**src/rtl/nmr_pkg.sv**
```systemverilog
// Shared definitions for the NMR multi-scan sequencer: one-hot state
// encoding and default widths.
package nmr_pkg;

  localparam int SCAN_CNT_WIDTH = 16;
  localparam int DELAY_WIDTH    = 32;

  typedef enum logic [5:0] {
    IDLE     = 6'b000001,
    ARM      = 6'b000010,
    WAIT_END = 6'b000100,
    RECOVER  = 6'b001000,
    NEXT     = 6'b010000,
    FINISH   = 6'b100000
  } state_t;

endpackage

```
**src/rtl/nmr_delay_counter.sv**
```systemverilog
// Loadable down-counter timing the inter-scan recovery gap; TC flags the
// last counted cycle so the caller leaves after exactly LOAD_VAL enables.
module nmr_delay_counter #(
  parameter int WIDTH = 32
) (
  input  logic             CLK,
  input  logic             RESET,
  input  logic             LOAD,
  input  logic [WIDTH-1:0] LOAD_VAL,
  input  logic             EN,
  output logic             TC
);

  logic [WIDTH-1:0] count;

  always_ff @(posedge CLK or posedge RESET) begin
    if (RESET) begin
      count <= '0;
    end else if (LOAD) begin
      count <= LOAD_VAL;
    end else if (EN && (count != '0)) begin
      count <= count - WIDTH'(1);
    end
  end

  assign TC = (count == WIDTH'(1));

endmodule

```
**src/rtl/nmr_scan_sequencer.sv**
```systemverilog
// Runs NUM_SCANS pulse-program scans back to back with a recovery gap.
// Define NMR_SCAN_PHCYC_EN to alternate PHASE_CYC per scan; otherwise it stays 0.
module nmr_scan_sequencer #(
  parameter int SCAN_CNT_WIDTH = nmr_pkg::SCAN_CNT_WIDTH,
  parameter int DELAY_WIDTH    = nmr_pkg::DELAY_WIDTH,
  parameter int START_TIMEOUT  = 16
) (
  input  logic                      CLK,
  input  logic                      RESET,
  input  logic                      RUN,
  input  logic                      ABORT,
  input  logic [SCAN_CNT_WIDTH-1:0] NUM_SCANS,
  input  logic [DELAY_WIDTH-1:0]    SCAN_DELAY,
  input  logic                      PP_FSMSTAT,
  output logic                      PP_START,
  output logic                      PHASE_CYC,
  output logic                      BUSY,
  output logic                      DONE,
  output logic                      ABORTED,
  output logic                      TIMEOUT_ERR,
  output logic [SCAN_CNT_WIDTH-1:0] SCAN_IDX
);

  import nmr_pkg::*;

  localparam int TW = $clog2(START_TIMEOUT + 1);
  localparam logic [SCAN_CNT_WIDTH-1:0] IDX_ONE = SCAN_CNT_WIDTH'(1);

  state_t                    state;
  logic [SCAN_CNT_WIDTH-1:0] num_l;
  logic [DELAY_WIDTH-1:0]    delay_l;
  logic [TW-1:0]             arm_cnt;
  logic                      abort_pend;
  logic                      abort_any;
  logic                      dly_load;
  logic                      dly_en;
  logic                      dly_tc;

  // An ABORT arriving this very cycle acts like one already pending.
  assign abort_any = ABORT || abort_pend;

  always_comb begin
    dly_load = 1'b0;
    dly_en   = 1'b0;
    if ((state == WAIT_END) && !PP_FSMSTAT && (delay_l != '0) && !abort_any)
      dly_load = 1'b1;
    if (state == RECOVER)
      dly_en = 1'b1;
  end

  nmr_delay_counter #(
    .WIDTH (DELAY_WIDTH)
  ) u_delay (
    .CLK      (CLK),
    .RESET    (RESET),
    .LOAD     (dly_load),
    .LOAD_VAL (delay_l),
    .EN       (dly_en),
    .TC       (dly_tc)
  );

  // NOTE: all state and outputs are updated with <= so every read in this
  // block sees the pre-edge value, exactly like the flops it describes.
  always_ff @(posedge CLK or posedge RESET) begin
    if (RESET) begin
      state       <= IDLE;
      num_l       <= '0;
      delay_l     <= '0;
      arm_cnt     <= '0;
      abort_pend  <= 1'b0;
      PP_START    <= 1'b0;
      PHASE_CYC   <= 1'b0;
      BUSY        <= 1'b0;
      DONE        <= 1'b0;
      ABORTED     <= 1'b0;
      TIMEOUT_ERR <= 1'b0;
      SCAN_IDX    <= '0;
    end else begin
      DONE <= 1'b0;
      if ((state != IDLE) && ABORT)
        abort_pend <= 1'b1;

      case (state)
        IDLE: begin
          // DONE still high means the series just ended; that RUN is dropped.
          if (RUN && !DONE) begin
            num_l       <= NUM_SCANS;
            delay_l     <= SCAN_DELAY;
            SCAN_IDX    <= '0;
            ABORTED     <= 1'b0;
            TIMEOUT_ERR <= 1'b0;
            PHASE_CYC   <= 1'b0;
            abort_pend  <= 1'b0;
            arm_cnt     <= '0;
            BUSY        <= 1'b1;
            if (NUM_SCANS == '0) begin
              state <= FINISH;
            end else begin
              PP_START <= 1'b1;
              state    <= ARM;
            end
          end
        end

        ARM: begin
          // Once the engine reports busy it cannot be stopped, so abort waits.
          if (PP_FSMSTAT) begin
            PP_START <= 1'b0;
            state    <= WAIT_END;
          end else if (abort_any) begin
            PP_START <= 1'b0;
            state    <= FINISH;
          end else if (arm_cnt == TW'(START_TIMEOUT - 1)) begin
            PP_START    <= 1'b0;
            TIMEOUT_ERR <= 1'b1;
            state       <= FINISH;
          end else begin
            arm_cnt <= arm_cnt + TW'(1);
          end
        end

        WAIT_END: begin
          if (!PP_FSMSTAT)
            state <= ((delay_l == '0) || abort_any) ? NEXT : RECOVER;
        end

        RECOVER: begin
          if (abort_any)
            state <= FINISH;
          else if (dly_tc)
            state <= NEXT;
        end

        NEXT: begin
          if (abort_any || (SCAN_IDX == num_l - IDX_ONE)) begin
            state <= FINISH;
          end else begin
            SCAN_IDX <= SCAN_IDX + IDX_ONE;
`ifdef NMR_SCAN_PHCYC_EN
            PHASE_CYC <= ~PHASE_CYC;
`endif
            arm_cnt  <= '0;
            PP_START <= 1'b1;
            state    <= ARM;
          end
        end

        FINISH: begin
          DONE    <= 1'b1;
          BUSY    <= 1'b0;
          ABORTED <= abort_pend;
          state   <= IDLE;
        end

        default: state <= IDLE;
      endcase
    end
  end

endmodule

```
**config.mk**
```make
export PLATFORM = sky130hd
export DESIGN_NAME = nmr_scan_sequencer
export DESIGN_NICKNAME = d
export VERILOG_FILES = /design/src/rtl/nmr_pkg.sv /design/src/rtl/nmr_delay_counter.sv /design/src/rtl/nmr_scan_sequencer.sv
export SDC_FILE = /design/constraint.sdc
export NUM_CORES = 1
export LEC_CHECK = 0
export CAP_MARGIN = 20
export CORE_MARGIN = 3
export CORE_UTILIZATION = 50
export DETAILED_ROUTE_END_ITERATION = 8
export PLACE_DENSITY = 0.84
export SYNTH_ARGS = -nofsm -noshare
export SYNTH_HDL_FRONTEND = slang
export SYNTH_SLANG_ARGS = --single-unit
```
**constraint.sdc**
```tcl
create_clock -name CLK -period 5.2 [get_ports CLK]
set_clock_uncertainty 0.15 [all_clocks]
set_input_delay 1.04 -clock CLK [delete_from_list [all_inputs] [get_ports CLK]]
set_output_delay 1.04 -clock CLK [all_outputs]
set_load 0.02 [all_outputs]
```
==> metrics.yaml <==
setup_violations: 0
r2r-start: "state[2]$_DFFE_PP0P_"
whs_path_depth: 1
netlist_top_cells_count: "199 x nand2_1, 112 x dfrtp_1, 44 x nor2_1, 29 x o21ai_0, 27 x a21oi_1"
power_density_nw_per_um2: 505.4
globalRoute.totalOverflow: 0
die_w_um: 117.1
hold_buffers: 0
cts.htree.levels: 4
yosysWarnings: 0
ios: 75
grt_pass1_wl_um: 26340
grt_max_degree: 70
arrival_ps: 3730
yosysSeqAreaShare_pct: 45.87
route.detailed.drc: 0
antenna_cells: 0
drtIter0Drc: 575
grt_use_total_pct: 24.29
fp.dieH_um: 117.1
cts_buffers: 17
leakage_uw: 0.003282
clkSinkCount: 113
finalWorstSetupSlack_ps: 1660
postCtsSetupBuffers: 0
rsz0062_at_grt: "false"
tns_ps: 0
maxCapViolations: 0
worstSkewPairLatency_ps: 420
antenna_found_initial: 0
tritoncts: "built"
synth-edff-count: 0
cts_resized: 0
synth.area.top_cells: "dfrtp_1 45%, nand2_1 12%, nor2_1 2.7%"
worstSetupStartpointType: "register"
num_vias: 5589
synth.most_common_cell: "nand2_1"
fmax_mhz: 282.5
end_kind: "register"
nFillCells: 941
dp_hpwl_um: 10690
finalHoldViolations: 0
synth-async-reset-ratio_pct: 100.0
synth.distinct_cells: 71
netlist.area_leader.share_pct: 45.45
area_delta_synth_final_pct: 23.27
fin_crit_ps: 3540
crit_fanout: 40
die_area_sq_um: 13700
clkSlewWorstSetupHoldPaths_ps: 60
ctsRootBufferMaster: "clkbuf_16"
fin_crit_sh_pct: 68.07
grt_pass1_vias: 5522
rows: 39
drt-vias-per-instance: 6.023
status: "finished, final reports clean"
clockBufferDepth: 2
placed_area_sq_um: 6974
wl_um: 15760
synth_top_area_cell: "dfrtp_1"
min_path_type: "reg -> reg"
worstSetupPathType: "reg -> reg"
pre_cts_ws_ps: 1581
required_ps: 5390
layout-drive-gt1-share_pct: 8.025
fin_cells: 928
synthesis.nets: 767
tightest_slew_ps: 1051
fin_area_sq_um: 7602
synthFlopType: "dfrtp_1"
worstHoldStart: "arm_cnt[3]$_DFFE_PP0P_"
portBuffers: 73
layout.nets: 831
dr.pass1.iters: 6
vdd_drop_max_mv: 0.3011
dp.cells: 896
reg2regPathDepth: 6
place_congestion: 0.9473
syn_avg_cell_area_sq_um: 8.711
ys_seq_elements: 113
core_area_sq_um: 11710
syn-instance-count: 708
ant_nets: 0
start_util_pct: 52.66
synthesis.area_sq_um: 6167
wl_per_cell_um: 16.98
maxSlewHeadroom_pct: 29.93
crit_start: "state[2]$_DFFE_PP0P_"
final_max_slew_viol_count: 0
-- final cells by class --
type	instances	area, sq um	area share (%)
Inverter	12	47.55	0.6254
Multi-Input combinational cell	551	3158	41.54
Timing Repair Buffer	77	760.7	10.01
Clock inverter	13	185.2	2.436
Sequential cell	113	2829	37.21
Tap cell	143	178.9	2.354
Clock buffer	19	442.9	5.826
-- registers in the layout, summed over array words and instances, names as in the netlist --
name / count
delay_l: 32
u_delay.count: 32
SCAN_IDX: 16
num_l: 16
state: 6
arm_cnt: 5
ABORTED: 1
BUSY: 1
DONE: 1
PP_START: 1
TIMEOUT_ERR: 1
abort_pend: 1
-- routing by layer --
| metal | vias to the layer above | wire length (um) | track usage (%) |
|---|---|---|---|
| met1 | 2725 | 6563 | 30.24 |
| li1 | 2627 | - | - |
| met5 | - | 0 | 0 |
| met3 | 33 | 857 | 4.833 |
| met4 | 0 | 329 | 9.480 |
| met2 | 204 | 8010 | 41.71 |
-- per-stage QoR --
| step | hold WS [ps] | utilization (%) | power, uW |
|---|---|---|---|
| after global routing | 374.9 | 64.91 | 4078 |
| after global placement | 313.0 | 59.55 | 2515 |
| after floorplan | 287.0 | - | 2257 |
| after CTS | 345.2 | 64.91 | 3843 |
| final | 340.2 | 64.91 | 3842 |
| after detailed placement | 329.7 | 59.55 | 2580 |
-- worst max-delay path, stage by stage (launching register included) --
cell	delay, ps
dfrtp_1	450
or4_1	600
or3_1	440
nor2_4	780
a22oi_4	340
or4_1	530
a21oi_1	150
-- cell usage in the layout, fill, tap and decap left out, types with 6 or more instances in the layout --
cell type and instances:
nor2_1 43, or3_1 20, nor4_1 25, inv_1 11, xnor2_1 17, a221o_1 7
nand4_1 7, o21ai_0 29, and3_1 7, dfrtp_1 112, or4_1 9, a21oi_1 27
nand2b_1 8, clkdlybuf4s50_1 73, xor2_1 17, o211ai_1 8, nor3_1 13, ha_1 6
clkbuf_16 17, nand3_1 21, nand2_1 199
-- worst paths after layout --
check	end	slack [ps]
worst max-delay path	SCAN_IDX[9]$_DFFE_PP0P_	1660
worst min-delay path	arm_cnt[3]$_DFFE_PP0P_	340
worst max register to register	SCAN_IDX[9]$_DFFE_PP0P_	1660
worst min register to register	arm_cnt[3]$_DFFE_PP0P_	340
max in group asynchronous	SCAN_IDX[10]$_DFFE_PP0P_	3190
min in group asynchronous	delay_l[19]$_DFFE_PP0P_	990
-- where the power goes --
group / switching, uW / internal (uW)
clock: 423 / 813
sequential: 336 / 1170
combinational: 645 / 453
-- cells by family (layout without fill, tap and decap cells) --
family | count (synthesis) | count (layout) | share of synthesized area [%]
DFF | 113 | 113 | 45.87
and+or+nand+nor | 386 | 386 | 30.23
buffers and inverters | 44 | 121 | 3.124
muxes | 7 | 7 | 1.420
AOI/OAI and AO/OA | 117 | 117 | 13.25
other | 1 | 1 | 0.06081
adders and majority gates | 6 | 6 | 1.217
xor gates and xnor gates | 34 | 34 | 4.828
Note: power is estimated with default switching activity, not from simulation.
